`config.mk`:
```
export PLATFORM = sky130hd
export DESIGN_NAME = gpu_regfile_wb_arbiter
export DESIGN_NICKNAME = d
export VERILOG_FILES = /design/src/rtl/gpu_regfile_pkg.sv /design/src/rtl/gpu_regfile_wb_arbiter_rr.sv /design/src/rtl/gpu_regfile_wb_arbiter.sv
export SDC_FILE = /design/constraint.sdc
export NUM_CORES = 1
export LEC_CHECK = 0
export BUFFER_PORTS_ARGS = -buffer_cell sky130_fd_sc_hd__buf_2
export CORE_ASPECT_RATIO = 0.75
export CORE_MARGIN = 3
export CORE_UTILIZATION = 44
export DETAILED_ROUTE_END_ITERATION = 16
export PLACE_DENSITY = 0.8
export SYNTH_ARGS = -nofsm -noshare
export SYNTH_HDL_FRONTEND = slang
export SYNTH_HIERARCHICAL = 1
export SYNTH_SLANG_ARGS = --single-unit
```
`constraint.sdc`:
```
create_clock -name clk -period 4.35 [get_ports clk]
set_input_delay 0 -clock clk [delete_from_list [all_inputs] [get_ports clk]]
set_output_delay 0 -clock clk [all_outputs]
set_load 0.1 [all_outputs]
```
`src/rtl/gpu_regfile_pkg.sv`:
```
// gpu_regfile_pkg: shared constants and writeback types for the register-file write port.
// Rev 1.0
`default_nettype none

package gpu_regfile_pkg;

  localparam int DEF_NUM_REQ      = 4;
  localparam int DEF_DATA_WIDTH   = 32;
  localparam int DEF_NUM_REGS     = 16;
  localparam int DEF_ADDR_WIDTH   = $clog2(DEF_NUM_REGS);
  localparam int DEF_REQ_ID_WIDTH = $clog2(DEF_NUM_REQ);

  typedef struct packed {
    logic [DEF_ADDR_WIDTH-1:0] addr;
    logic [DEF_DATA_WIDTH-1:0] data;
  } wb_req_t;

  typedef struct packed {
    logic                        valid;
    logic [DEF_ADDR_WIDTH-1:0]   addr;
    logic [DEF_DATA_WIDTH-1:0]   data;
    logic [DEF_REQ_ID_WIDTH-1:0] src;
  } wb_stage_t;

endpackage

`default_nettype wire

```
`src/rtl/gpu_regfile_wb_arbiter_rr.sv`:
```
// gpu_rr_arbiter: combinational round-robin pick, searching upward from last_grant+1 with wrap.
// Rev 1.0
`default_nettype none

module gpu_rr_arbiter #(
  parameter int NUM_REQ   = 4,
  parameter int IDX_WIDTH = $clog2(NUM_REQ)
) (
  input  logic [NUM_REQ-1:0]   req,
  input  logic [IDX_WIDTH-1:0] last_grant,
  output logic [NUM_REQ-1:0]   grant,
  output logic [IDX_WIDTH-1:0] grant_idx,
  output logic                 grant_valid
);

  logic [31:0]          cand;
  logic [IDX_WIDTH-1:0] sel;

  always_comb begin
    grant       = '0;
    grant_idx   = '0;
    grant_valid = 1'b0;
    cand        = '0;
    sel         = '0;
    for (int i = 1; i <= NUM_REQ; i++) begin
      cand = (32'(last_grant) + 32'(i)) % 32'(NUM_REQ);
      sel  = IDX_WIDTH'(cand);
      if (!grant_valid && req[sel]) begin
        grant_valid = 1'b1;
        grant[sel]  = 1'b1;
        grant_idx   = sel;
      end
    end
  end

endmodule

`default_nettype wire

```
`src/rtl/gpu_regfile_wb_arbiter.sv`:
```
// gpu_regfile_wb_arbiter: round-robin sharing of the register-file write port through a one-entry issue stage.
// Rev 1.0
`default_nettype none

module gpu_regfile_wb_arbiter
  import gpu_regfile_pkg::*;
#(
  parameter int NUM_REQ      = DEF_NUM_REQ,
  parameter int DATA_WIDTH   = DEF_DATA_WIDTH,
  parameter int NUM_REGS     = DEF_NUM_REGS,
  parameter int ADDR_WIDTH   = $clog2(NUM_REGS),
  parameter int REQ_ID_WIDTH = $clog2(NUM_REQ)
) (
  input  logic                           clk,
  input  logic                           rst_n,
  input  logic [NUM_REQ-1:0]             i_req_valid,
  input  logic [NUM_REQ*ADDR_WIDTH-1:0]  i_req_addr,
  input  logic [NUM_REQ*DATA_WIDTH-1:0]  i_req_data,
  output logic [NUM_REQ-1:0]             o_req_ready,
  input  logic                           i_stall,
  output logic                           o_wr_en,
  output logic [ADDR_WIDTH-1:0]          o_wr_addr,
  output logic [DATA_WIDTH-1:0]          o_wr_data,
  output logic [REQ_ID_WIDTH-1:0]        o_wr_src,
  output logic [NUM_REGS-1:0]            o_pending_mask
);

  wb_req_t                 reqs [NUM_REQ];
  wb_stage_t               stage;
  logic [REQ_ID_WIDTH-1:0] last_grant;
  logic [REQ_ID_WIDTH-1:0] grant_idx;
  logic [NUM_REQ-1:0]      grant;
  logic                    grant_valid;
  logic                    can_accept;
  logic                    handshake;

  generate
    for (genvar k = 0; k < NUM_REQ; k++) begin : g_unpack
      assign reqs[k] = {i_req_addr[k*ADDR_WIDTH +: ADDR_WIDTH],
                        i_req_data[k*DATA_WIDTH +: DATA_WIDTH]};
    end
  endgenerate

  gpu_rr_arbiter #(
    .NUM_REQ   (NUM_REQ),
    .IDX_WIDTH (REQ_ID_WIDTH)
  ) u_arb (
    .req         (i_req_valid),
    .last_grant  (last_grant),
    .grant       (grant),
    .grant_idx   (grant_idx),
    .grant_valid (grant_valid)
  );

  // Ready is held low throughout reset so nothing is accepted into a discarded stage.
  assign can_accept  = rst_n & (~stage.valid | ~i_stall);
  assign o_req_ready = grant & {NUM_REQ{can_accept}};
  assign handshake   = grant_valid & can_accept;

  always_ff @(posedge clk or negedge rst_n) begin
    if (!rst_n) begin
      stage      <= '0;
      last_grant <= REQ_ID_WIDTH'(NUM_REQ - 1);
    end else if (handshake) begin
      stage.valid <= 1'b1;
      stage.addr  <= reqs[grant_idx].addr;
      stage.data  <= reqs[grant_idx].data;
      stage.src   <= grant_idx;
      last_grant  <= grant_idx;
    end else if (!i_stall) begin
      stage.valid <= 1'b0;
    end
  end

  always_comb begin
    o_pending_mask             = '0;
    o_pending_mask[stage.addr] = stage.valid;
  end

  assign o_wr_en   = stage.valid & ~i_stall;
  assign o_wr_addr = stage.addr;
  assign o_wr_data = stage.data;
  assign o_wr_src  = stage.src;

endmodule

`default_nettype wire

```
* After elaboration in Yosys (flattened, before gate mapping)
Index checks and enable logic that the tools add are counted.
** Storage, ports and cells
- Bits in registers :: 41
- Output and inout bits :: 59
- Logic and storage cells :: 79
** Operators by class
- Add/subtract/negate cells :: 4
- $lt $le $gt $ge :: 11
- Equality and inequality tests :: 1
- Multiplexer cells :: 35
- Bitwise gates (word level) :: 12
- Reductions and logical operators :: 11
** Operators by type and width (count)
- 36-bit binary-select mux with 2-bit select :: 1
- 36-bit two-way mux :: 2
- 16-bit AND :: 1
- 4-bit two-way mux :: 4
- 1-bit two-way mux :: 15
- 2-bit by 3-bit < comparator with 1-bit output, second input constant :: 4
- 4-bit OR :: 3
- 1-bit binary-select mux with 2-bit select :: 4
- 1-bit demux with 2-bit select :: 4
- 2-bit by 1-bit greater-or-equal comparator with 1-bit output, second input constant :: 4
- 1-bit logical AND :: 8
- 2-bit two-way mux :: 4
- 4-bit by 5-bit < comparator with 1-bit output, second input constant :: 1
- 2-bit by 1-bit adder with 2-bit output, second input constant :: 2
- 2-bit adder, second input constant :: 2
- 4-bit AND :: 1
- 1-bit demux with 4-bit select :: 1
- 4-bit by 1-bit greater-or-equal comparator with 1-bit output, second input constant :: 1
- 1-bit AND :: 3
- 3-bit greater-or-equal comparator, second input constant :: 1
- 1-bit logical NOT :: 3
- 2-bit inverter with 3-bit output :: 1
- 2-bit by 1-bit != test with 1-bit output, second input constant :: 1
- 1-bit inverter :: 2
- 1-bit OR :: 1

* Logic depth before layout (Yosys ltp)
- Depth in word-level cells :: 17
- Gate-level depth with buffers :: 13
- Gate-level depth less buffers :: 8

* Cells and area by module
The synthesis kept the hierarchy.
** By module, submodules not included
- gpu_regfile_wb_arbiter :: times used 1, cells each 199, area an instance 2812.7 µm², sequential area each 1028.5 µm²
- gpu_rr_arbiter :: times used 1, cells each 86, area an instance 629.4 µm², sequential area each 0.0 µm²

* Worst setup path before layout
OpenSTA, ideal clock, no wires.
- Path kind :: register to register
- Start :: reg last_grant[0]
- End :: reg stage, in the netlist o_wr_addr[0]
- Setup time :: 0.125 ns
- Data arrival time :: 3.472 ns
- Required time :: 4.225 ns
- Path slack :: 0.753 ns
- Stages on the path, launching flop included :: 14
- Buffers on the path :: 5
- Cell sequence :: dfstp_2 -> buf_6 -> buf_2 -> inv_1 -> ha_1 -> clkbuf_1 -> a21oi_1 -> a211oi_1 -> a311o_1 -> a221oi_1 -> buf_6 -> buf_6 -> mux4_2 -> mux2_2
** On the way
- Word-level cells in the longest chain between the ends :: 17
** Ends and longest elaborated chain
- from (decl) :: line gpu_regfile_wb_arbiter.sv:30 : logic [REQ_ID_WIDTH-1:0] last_grant;
- from (signal assigned) :: line gpu_regfile_wb_arbiter.sv:63 : last_grant <= REQ_ID_WIDTH'(NUM_REQ - 1);
- from (signal assigned) :: line gpu_regfile_wb_arbiter.sv:69 : last_grant <= grant_idx;
- 2-bit by 1-bit adder with 2-bit output :: line gpu_regfile_wb_arbiter_rr.sv:26 : cand = (32'(last_grant) + 32'(i)) % 32'(NUM_REQ);
- 1-bit binary-select mux with 2-bit select :: line gpu_regfile_wb_arbiter_rr.sv:28 : if (!grant_valid && req[sel]) begin
- 1-bit two-way mux (implied by the code) :: line gpu_regfile_wb_arbiter_rr.sv:28
- 1-bit two-way mux :: line gpu_regfile_wb_arbiter_rr.sv:28
- 1-bit logical NOT :: line gpu_regfile_wb_arbiter_rr.sv:28
- 1-bit logical AND :: line gpu_regfile_wb_arbiter_rr.sv:28
- 1-bit two-way mux :: line gpu_regfile_wb_arbiter_rr.sv:28
- 1-bit logical NOT :: line gpu_regfile_wb_arbiter_rr.sv:28
- 1-bit logical AND :: line gpu_regfile_wb_arbiter_rr.sv:28
- 1-bit two-way mux :: line gpu_regfile_wb_arbiter_rr.sv:28
- 1-bit logical NOT :: line gpu_regfile_wb_arbiter_rr.sv:28
- 1-bit logical AND :: line gpu_regfile_wb_arbiter_rr.sv:28
- 2-bit two-way mux (*) :: line gpu_regfile_wb_arbiter_rr.sv:28
- via grant_idx[0] :: line gpu_regfile_wb_arbiter.sv:31 : logic [REQ_ID_WIDTH-1:0] grant_idx;
- 2-bit inverter with 3-bit output (implied by the code) (*) :: line gpu_regfile_wb_arbiter.sv:66 : stage.addr <= reqs[grant_idx].addr;
- 36-bit binary-select mux with 2-bit select (*) :: line gpu_regfile_wb_arbiter.sv:66
- 36-bit two-way mux (*) (2 in a row)
- to (decl) :: line gpu_regfile_wb_arbiter.sv:29 : wb_stage_t stage;
Mark *: on every way through the listed nets, which the timed path passes. The rest lies on a longest branch. The select of a mux whose other input is x is not followed.
A chain may end at the register's enable or synchronous reset.

* Worst setup path in the final report
- Start :: reg last_grant[0]
- End :: reg stage, in the netlist o_wr_data[0]
** On the way
- Word-level cells in the longest chain between the ends :: 17
** Ends and longest elaborated chain
- 2-bit by 1-bit adder with 2-bit output :: line gpu_regfile_wb_arbiter_rr.sv:26
- 1-bit binary-select mux with 2-bit select :: line gpu_regfile_wb_arbiter_rr.sv:28
- 1-bit two-way mux (implied by the code) :: line gpu_regfile_wb_arbiter_rr.sv:28
- 1-bit two-way mux :: line gpu_regfile_wb_arbiter_rr.sv:28
- 1-bit logical NOT :: line gpu_regfile_wb_arbiter_rr.sv:28
- 1-bit logical AND :: line gpu_regfile_wb_arbiter_rr.sv:28
- 1-bit two-way mux :: line gpu_regfile_wb_arbiter_rr.sv:28
- 1-bit logical NOT :: line gpu_regfile_wb_arbiter_rr.sv:28
- 1-bit logical AND :: line gpu_regfile_wb_arbiter_rr.sv:28
- 1-bit two-way mux :: line gpu_regfile_wb_arbiter_rr.sv:28
- 1-bit logical NOT :: line gpu_regfile_wb_arbiter_rr.sv:28
- 1-bit logical AND :: line gpu_regfile_wb_arbiter_rr.sv:28
- 2-bit two-way mux (*) :: line gpu_regfile_wb_arbiter_rr.sv:28
- via grant_idx[0] :: line gpu_regfile_wb_arbiter.sv:31
- 2-bit inverter with 3-bit output (implied by the code) (*) :: line gpu_regfile_wb_arbiter.sv:67 : stage.data <= reqs[grant_idx].data;
- 36-bit binary-select mux with 2-bit select (*) :: line gpu_regfile_wb_arbiter.sv:67
- 36-bit two-way mux (implied by the code) (*) (2 in a row) :: line gpu_regfile_wb_arbiter.sv:67
Marks and branches as above.

==> qor.yml <==
synth-edff-count: 0
fmax_mhz: 270
routabilityCongestion: 0.856
wire_per_inst_microns: 17.0
cts-root-buf: "clkbuf_8"
portBuffers: 209
clkSinkCount: 41
synth-seq-cells: 41
path_class: "reg -> reg"
grt_max_degree: 42
die_area_sq_um: 8930
postSynthAreaPerCell_sq_um: 12.1
die_x_microns: 108
drcViolationCount: 0
synth_cells: 285
cts_made_buffers: 5
cp-start-kind: "flip-flop"
drt_iter0_drc: 168
min_period_over_period_pct: 85.2
dp_hpwl_microns: 7380
antenna_found_initial: 0
mostFrequentLayoutCell: "buf_2"
cts_tree: "done"
crit_top_cell: "inv_1"
grt_overflow: 0
clk_latency_ps: 280
yosysSeqAreaShare_pct: 29.9
layout_common_cells: "209 x buf_2, 41 x mux2_2, 39 x dfrtp_1"
path_cells: "inv_1 -> ha_1 -> inv_1 -> a311o_1 -> a221oi_4 -> buf_12 -> mux4_2 -> mux2_2"
clk_pin_slew_worst_paths_ps: 80
area_delta_synth_final_pct: 28.0
worstHoldStart: "i_req_data[74]"
critPathMaxStageDelay_ps: 810
min_period_ps: 3710
setup_viol: 0
core_sq_um: 7470
crit_family: "multiplexers"
whs_endpoint: "o_wr_data[10]"
grt_util_all_layers_pct: 19.8
layout.nets: 608
route.vias.total: 3036
fin_skew_ps: 5.09
async_reset_ff_share_pct: 100
hold_depth: 3
ios: 210
worstMarginPinSlew_ps: 1010
synth.yosys.warnings: 6
path_buf_inv: 3
hold_class: "in -> reg"
synth.distinct_cells: 36
max-cap-violations: 0
critPathMaxFanout: 38
r2r_slack_ps: 640
dieHeight_microns: 82.6
slowest_stage: "dfstp_2"
synthFlopType: "dfrtp_1"
grt_pass1_wl_microns: 13900
grt_pass1_vias: 2839
final_util_pct: 59.0
drt-vias-per-instance: 5.51
r2r-end: "o_wr_data[0]"
drt-total-wl_microns: 9350
cts_hold_buf: 2
first_pass_iters: 5
cts_resized: 0
h-tree-depth: 2
slew_headroom_pct: 32.6
r2r_cells: 8
crit_start: "last_grant[0]"
drive_above_1_share_pct: 68.0
cts_setup_buffers: 0
hold_viol_final: 0
finalMaxSlewViolations: 0
critPathRequiredTime_ps: 4520
cts.path.max_buffers: 2
synth_area_sq_um: 3440
worst_setup_path_end_kind: "flip-flop"
status: "finished, final reports clean"
syn_nets: 444
drtAntennaViolNets: 0
diodes: 0
rows: 27
nFillCells: 628
initial_core_util_pct: 46.1
rsz0062_at_grt: "false"
tns_ps: 0
cp_data_arrival_time_ps: 3880
r2r-start: "last_grant[0]"
-- cell type report --
class	instances	area (sq um)	share of cell area, %
Clock buffer	6	72.6	1.65
Clock inverter	2	35.0	0.795
Inverter	8	30.0	0.682
Multi-Input combinational cell	178	2000	45.5
Sequential cell	41	1030	23.3
Tap cell	101	126	2.87
Timing Repair Buffer	215	1110	25.2
-- Yosys cell counts (5+ instances only) --
cell	count	area, sq um
dfrtp_1	39	976
mux2_2	41	462
a31oi_1	5	31.3
buf_4	38	285
buf_6	5	56.3
buf_2	11	55.1
nand4_1	6	37.5
inv_1	8	30.0
mux4_2	38	856
nand2_1	11	41.3
nor2_1	17	63.8
ha_1	8	100
-- how the worst max path moves through the flow --
stage / cells after the start / end / slack [ps]
after floorplan: 13 / o_wr_addr[0] / 750
after global placement: 9 / o_wr_data[4] / 770
after detailed placement: 8 / o_wr_data[0] / 650
after CTS: 8 / o_wr_data[0] / 630
after global routing: 8 / o_wr_data[0] / 440
final: 8 / o_wr_data[0] / 640
-- stage by stage --
| stage | hold slack, ps | cells | worst slack [ps] | instance area (sq um) |
|---|---|---|---|---|
| floorplan | -296 | 285 | 753 | 3440 |
| global placement | 139 | 541 | 771 | 4280 |
| detailed placement | 140 | 541 | 645 | 4280 |
| CTS | 148 | 551 | 629 | 4410 |
| global route | 146 | 551 | 439 | 4410 |
| finish | 156 | 551 | 643 | 4410 |
-- sequential cells by signal, indices dropped and copies added (netlist names) --
signal      flops
last_grant      2
stage           1
o_wr_src        2
o_wr_data      32
o_wr_addr       4
-- tightest hold or removal path, cell delays in order --
cell	delay [ps]
buf_2	70
mux4_2	210
mux2_2	130
-- layer usage --
metal | global-route usage, % | vias up | wire length [microns]
met1 | 25.0 | 1497 | 3690
li1 | - | 1376 | -
met5 | 0 | - | 0
met4 | 3.40 | 0 | 80
met2 | 36.0 | 153 | 4810
met3 | 4.20 | 10 | 776
-- cell families after synthesis --
group | count (synthesis) | share of synthesized area, %
buffers and inverters | 66 | 12.8
multiplexers | 82 | 39.1
adder cells (fa/ha/maj) | 8 | 2.91
flip-flops | 41 | 29.9
AND/OR/NAND/NOR | 60 | 9.05
AO/OA/AOI/OAI | 28 | 6.18
Power is not shown: default switching activity piles up to over one toggle a cycle in this logic, so the estimate is an artifact.
